## config.mk

```make
export PLATFORM = sky130hd
export DESIGN_NAME = systolic_array_ws
export DESIGN_NICKNAME = d
export VERILOG_FILES = /design/src/rtl/systolic_array_ws.sv
export SDC_FILE = /design/constraint.sdc
export NUM_CORES = 2
export LEC_CHECK = 0
export CORE_ASPECT_RATIO = 1.25
export CORE_UTILIZATION = 52
export DETAILED_ROUTE_END_ITERATION = 10
export DONT_BUFFER_PORTS = 1
export HOLD_SLACK_MARGIN = 0.08
export PLACE_DENSITY = 0.67
export SLEW_MARGIN = 10
export SYNTH_ARGS = -nofsm -noshare
export SYNTH_HDL_FRONTEND = slang
export SYNTH_SLANG_ARGS = --single-unit
export TNS_END_PERCENT = 1
```

## constraint.sdc

```tcl
create_clock -name clk -period 7 [get_ports clk]
set_input_delay 0.7 -clock clk [delete_from_list [all_inputs] [get_ports clk]]
set_output_delay 0.7 -clock clk [all_outputs]
set_load 0.02 [all_outputs]
```

## src/rtl/systolic_array_ws.sv

```systemverilog
// Weight-stationary ROWS x COLS systolic matrix-vector engine: y[i] = sum_j W[i][j]*x[j].
// Internal weight-load sequencer, input skew / output deskew, drain-before-reload control.
//
// state   | meaning
// IDLE    | no matrix resident, waiting for cfg_load
// LOAD    | accepting weight rows 0..ROWS-1 on the w_* handshake
// COMPUTE | matrix resident, accepting activation vectors
// DRAIN   | reload requested, waiting for in-flight vectors to retire
module systolic_array_ws #(
    parameter int ROWS   = 4,
    parameter int COLS   = 4,
    parameter int DATA_W = 8,
    parameter int ACC_W  = 24
) (
    input  logic                     clk,
    input  logic                     rst,
    input  logic                     cfg_load,
    input  logic                     w_valid,
    output logic                     w_ready,
    input  logic [COLS*DATA_W-1:0]   w_data,
    input  logic                     x_valid,
    output logic                     x_ready,
    input  logic [COLS*DATA_W-1:0]   x_data,
    output logic                     y_valid,
    output logic [ROWS*ACC_W-1:0]    y_data,
    output logic                     busy,
    output logic                     w_loaded
);
    localparam int VD = ROWS + COLS - 1;
    localparam int CW = $clog2(ROWS + COLS + 2);
    localparam int RW = (ROWS > 1) ? $clog2(ROWS) : 1;
    localparam int AR = (ROWS > 1) ? ROWS - 1 : 1;
    localparam logic [RW-1:0] R_LAST = RW'(ROWS - 1);

    typedef enum logic [1:0] {IDLE, LOAD, COMPUTE, DRAIN} state_t;

    state_t                   state;
    logic [RW-1:0]            row;
    logic [CW-1:0]            inflight;
    logic [CW-1:0]            cnt_next;
    logic                     accept;
    logic                     w_acc;
    logic [VD-1:0]            vpipe;
    logic signed [DATA_W-1:0] w_q     [ROWS][COLS];
    logic signed [DATA_W-1:0] a_top   [COLS];
    logic signed [DATA_W-1:0] a_in    [ROWS][COLS];
    logic signed [DATA_W-1:0] a_q     [AR][COLS];
    logic signed [ACC_W-1:0]  p_in    [ROWS][COLS];
    logic signed [ACC_W-1:0]  p_q     [ROWS][COLS];
    logic signed [ACC_W-1:0]  row_out [ROWS];

    assign accept   = x_valid & x_ready;
    assign w_acc    = w_valid & w_ready;
    assign cnt_next = inflight + CW'(accept) - CW'(y_valid);

    // Weights are only written in LOAD, which is entered only with nothing in flight.
    always_ff @(posedge clk or negedge rst) begin
        if (!rst) begin
            state    <= IDLE;
            row      <= '0;
            w_ready  <= 1'b0;
            x_ready  <= 1'b0;
            busy     <= 1'b0;
            w_loaded <= 1'b0;
            for (int i = 0; i < ROWS; i++)
                for (int j = 0; j < COLS; j++)
                    w_q[i][j] <= '0;
        end else begin
            case (state)
                IDLE: begin
                    if (cfg_load) begin
                        state   <= LOAD;
                        row     <= '0;
                        w_ready <= 1'b1;
                        busy    <= 1'b1;
                    end
                end
                LOAD: begin
                    if (w_acc) begin
                        for (int j = 0; j < COLS; j++)
                            w_q[row][j] <= w_data[j*DATA_W +: DATA_W];
                        if (row == R_LAST) begin
                            state    <= COMPUTE;
                            w_ready  <= 1'b0;
                            x_ready  <= 1'b1;
                            w_loaded <= 1'b1;
                            busy     <= 1'b0;
                        end else begin
                            row <= row + RW'(1);
                        end
                    end
                end
                COMPUTE: begin
                    if (cfg_load) begin
                        w_loaded <= 1'b0;
                        x_ready  <= 1'b0;
                        busy     <= 1'b1;
                        if (cnt_next == '0) begin
                            state   <= LOAD;
                            row     <= '0;
                            w_ready <= 1'b1;
                        end else begin
                            state <= DRAIN;
                        end
                    end else begin
                        busy <= (cnt_next != '0);
                    end
                end
                DRAIN: begin
                    if (cnt_next == '0) begin
                        state   <= LOAD;
                        row     <= '0;
                        w_ready <= 1'b1;
                    end
                end
                default: state <= IDLE;
            endcase
        end
    end

    always_ff @(posedge clk or negedge rst) begin
        if (!rst) begin
            inflight <= '0;
            vpipe    <= '0;
            y_valid  <= 1'b0;
            y_data   <= '0;
        end else begin
            inflight <= cnt_next;
            vpipe[0] <= accept;
            for (int k = 1; k < VD; k++)
                vpipe[k] <= vpipe[k-1];
            y_valid <= vpipe[VD-1];
            if (vpipe[VD-1]) begin
                for (int i = 0; i < ROWS; i++)
                    y_data[i*ACC_W +: ACC_W] <= row_out[i];
            end
        end
    end

    // Column j is delayed by j registers so its activation meets the psum wavefront.
    for (genvar gj = 0; gj < COLS; gj++) begin : g_skew
        if (gj == 0) begin : g_direct
            assign a_top[gj] = x_data[gj*DATA_W +: DATA_W];
        end else begin : g_dly
            logic signed [DATA_W-1:0] sk [gj];
            always_ff @(posedge clk or negedge rst) begin
                if (!rst) begin
                    for (int k = 0; k < gj; k++)
                        sk[k] <= '0;
                end else begin
                    sk[0] <= x_data[gj*DATA_W +: DATA_W];
                    for (int k = 1; k < gj; k++)
                        sk[k] <= sk[k-1];
                end
            end
            assign a_top[gj] = sk[gj-1];
        end
    end

    for (genvar gi = 0; gi < ROWS; gi++) begin : g_row
        for (genvar gj = 0; gj < COLS; gj++) begin : g_col
            if (gi == 0) begin : g_a0
                assign a_in[gi][gj] = a_top[gj];
            end else begin : g_an
                assign a_in[gi][gj] = a_q[gi-1][gj];
            end
            if (gj == 0) begin : g_p0
                assign p_in[gi][gj] = '0;
            end else begin : g_pn
                assign p_in[gi][gj] = p_q[gi][gj-1];
            end
        end
    end

    // Operands are sign-extended before the multiply so the add wraps modulo 2^ACC_W.
    always_ff @(posedge clk or negedge rst) begin
        if (!rst) begin
            for (int i = 0; i < ROWS; i++)
                for (int j = 0; j < COLS; j++)
                    p_q[i][j] <= '0;
            for (int i = 0; i < AR; i++)
                for (int j = 0; j < COLS; j++)
                    a_q[i][j] <= '0;
        end else begin
            for (int i = 0; i < ROWS; i++)
                for (int j = 0; j < COLS; j++)
                    p_q[i][j] <= p_in[i][j] + ACC_W'(w_q[i][j]) * ACC_W'(a_in[i][j]);
            for (int i = 0; i < ROWS - 1; i++)
                for (int j = 0; j < COLS; j++)
                    a_q[i][j] <= a_in[i][j];
        end
    end

    for (genvar gi = 0; gi < ROWS; gi++) begin : g_deskew
        localparam int ND = ROWS - 1 - gi;
        if (ND == 0) begin : g_direct
            assign row_out[gi] = p_q[gi][COLS-1];
        end else begin : g_dly
            logic signed [ACC_W-1:0] dq [ND];
            always_ff @(posedge clk or negedge rst) begin
                if (!rst) begin
                    for (int k = 0; k < ND; k++)
                        dq[k] <= '0;
                end else begin
                    dq[0] <= p_q[gi][COLS-1];
                    for (int k = 1; k < ND; k++)
                        dq[k] <= dq[k-1];
                end
            end
            assign row_out[gi] = dq[ND-1];
        end
    end

endmodule
```

==> reports/summary.txt <==
Clock Pin Slew Worst Setup and Hold Paths -> 60 ps
Worst Hold Class -> input pin to flip-flop
Largest net degree at the start of global routing -> 206
Cell Count, Final, Fillers Out -> 8793
Synth area leaders -> fa_1, dfrtp_1, ha_1
TNS Setup -> 0 ps
Synth cell types -> 82
Clk_skew -> 75.89 ps
Dpl ws -> 1126 ps
Fraction of registers with async set/reset -> 100.0%
R2R Path Start -> a_in[72]$_DFF_PN0_
Routed WL -> 148600 um
DRC viols -> 0
Clock buffer depth -> 3
#FFs+latches synth -> 855
Die area -> 0.1488 mm^2
Slew Viols, Final -> 0
Post-synth EDFFs -> 0
Worst Reg2Reg Path Length in Cells -> 16
Worst R2R Setup Slack -> 1110 ps
Largest stage delay, worst path -> 600 ps
First-pass GRT wire length -> 250000 um
Overall routing resource usage -> 20.98%
CP Cell Sequence -> and2_1 -> inv_1 -> fa_1 -> inv_1 -> fa_1 -> fa_1 -> fa_1 -> fa_1 -> ha_1 -> and2_1 -> a311o_1 -> o22ai_2 -> o22ai_1 -> o31ai_2 -> a21oi_1 -> o311ai_1
Synth top area share -> 33.39%
DP Wirelength -> 119500 um
GPL Wtd Cong -> 0.8620
Placed Area -> 0.07892 mm^2
Final Hold Fails -> 0
DRT iter0 DRCs -> 2090
Final min period -> 5886 ps
Synth area leader -> fa_1
Post-CTS Hold Fix Bufs -> 67
Top cell by count, worst path -> fa_1
Post-CTS sizing -> 0
Element type at the critical path start -> flip-flop
Worst slew margin -> 25.96%
Setup violators final -> 0
IO Count -> 170
R2r endpoint -> p_in[211]$_DFF_PN0_
Worst-path maximum fanout -> 10
Area grow syn2layout -> 8.265%
Setup repair bufs after CTS -> 0
Final worst slack -> 1114 ps
Mapped Cells -> 6672
Vias in the first global route -> 48870
Worst Hold Launch -> w_data[21]
Antenna violations before repair -> 29
Nets -> 8820
Root Driver -> clkbuf_16
Max Freq -> 0.1699 GHz
Setup Crit Path Kind -> flip-flop to flip-flop
Register area share after synthesis -> 27.94%
Grt total ovfl -> 0
TritonCTS clock tree -> yes
Post-DR vias/cell -> 5.067
Vias -> 44550
Ys flop type -> dfrtp_1
Die Y -> 431.0 um
Core area -> 0.1463 mm^2
DRT antenna net count -> 0
Worst skew pair latency -> 760 ps
Unrepaired setup endpoints after global routing -> no
Syn. warnings -> 0
Worst Path Arrival -> 6510 ps
Die X -> 345.2 um
H-tree lvl count -> 3
Post-Syn Nets -> 8707
CP endpoint kind -> flip-flop
Status -> finished, final reports clean
CP max stage cell -> and2_1
Worst-margin pin slew -> 1111 ps
WL/cell -> 16.90 um
Hold EP -> w_q[109]$_DFFE_PN0P_
CTS Sinks -> 855
Post-Synthesis Cell Area -> 0.07657 mm^2
Hold path cells -> 1
DRT Pass-1 Iters -> 7
Max-Cap Viols -> 0
Avg Inst Size Synth -> 11.48 um^2
DP Cell Count -> 8535
Layout cells sized above 1 -> 6.213%
PortBufs -> 0
Period utilization -> 84.09%
Worst Path Required -> 7630 ps
Starting density of the core -> 52.32%
Final instance area -> 0.08290 mm^2
CTS buffer count -> 89
Row cnt -> 157
-- worst max-delay path, delay by kind of cell, from the launching register on --
family | cells | cell delay (ps)
adder cells (fa/ha/maj) | 6 | 2810
AO/OA/AOI/OAI | 6 | 1500
AND/OR/NAND/NOR | 2 | 770
flip-flops | 1 | 510
buffers and inverters | 2 | 180
-- how the worst max path moves through the flow --
stage	endpoint	cells after the start	from	slack [ps]
2_1_floorplan	p_q[119]$_DFF_PN0_	15	a_in[32]$_DFF_PN0_	1410
6_report	p_in[211]$_DFF_PN0_	16	a_in[72]$_DFF_PN0_	1110
3_3_place_gp	p_in[211]$_DFF_PN0_	16	a_in[72]$_DFF_PN0_	1270
5_1_grt	p_in[211]$_DFF_PN0_	16	a_in[72]$_DFF_PN0_	750
3_5_place_dp	p_in[211]$_DFF_PN0_	16	a_in[72]$_DFF_PN0_	1130
4_1_cts	p_in[211]$_DFF_PN0_	16	a_in[72]$_DFF_PN0_	1110
-- cells in the mapped netlist, drive strengths merged, types with 9 or more instances --
master,count
xor2,46
nor3,37
inv,1392
nor2,179
a211o,9
o31ai,11
o21a,31
a21o,64
nor2b,30
fa,1277
o211ai,13
dfrtp,855
nand3,29
or3,17
o21ai,88
nand2b,72
nand2,420
a21oi,145
a211oi,21
mux2,225
and3,19
clkbuf,40
xnor2,233
o21bai,28
or2,11
and2,550
buf,17
ha,689
-- logic make-up after synthesis --
| kind of cell | Yosys count | share of synthesized area (%) |
|---|---|---|
| mux | 232 | 3.401 |
| compound gates | 492 | 4.312 |
| fa+ha+maj | 1966 | 44.65 |
| simple gates | 1392 | 9.362 |
| buf+inv | 1456 | 7.144 |
| xor+xnor | 279 | 3.191 |
| flops | 855 | 27.94 |
-- state kept, by name, indices dropped and copies added (netlist names) --
name,cells
p_in,228
g_deskew.g_dly.dq,144
w_q,128
a_in,112
p_q,96
y_data,96
g_skew.g_dly.sk,32
vpipe,7
inflight,4
row,2
state,2
busy,1
w_loaded,1
w_ready,1
y_valid,1
-- per-layer routing --
| layer | wire length, um | global-route usage (%) | vias up |
|---|---|---|---|
| li1 | - | - | 20790 |
| met1 | 63150 | 26.77 | 22830 |
| met2 | 74080 | 36.21 | 683 |
| met3 | 6477 | 3.362 | 239 |
| met4 | 4754 | 7.582 | 16 |
| met5 | 97 | 0 | - |
-- placed cells by master, fill, tap and decap left out, drive strengths merged, types with 30 or more instances in the layout --
cell type,Yosys,final
dfrtp,855,855
xnor2,233,233
clkbuf,40,113
nand2,420,420
mux2,225,225
fa,1277,1277
nor2,179,179
o21ai,88,88
a21oi,145,145
xor2,46,46
o21a,31,31
dlygate4sd3,0,66
nor2b,30,30
nand2b,72,72
ha,689,689
inv,1392,1395
a21o,64,64
nor3,37,37
and2,550,550
clkinv,7,37
-- layout make-up --
cell class              instances  area (um^2)
clock buffers                 113         2447
well taps                    1908         2387
repair buffers                 79        858.3
multi-input cells            4361        49710
diodes                         28        70.07
flip-flops and latches        855        21400
inverters                    1399         5251
fillers                     12310        63450
clock inverters                50        775.7
-- stage by stage --
step           util [%]  hold WS, ps
2_1_floorplan         -        331.2
3_3_place_gp      53.91        332.3
3_5_place_dp      53.92        334.7
4_1_cts           56.60        80.23
5_1_grt           56.64        107.9
6_report          56.64        143.6
Power is left out: the tool's default activity adds up to more than one toggle a clock period on the data nets, which glitch-free logic cannot reach.
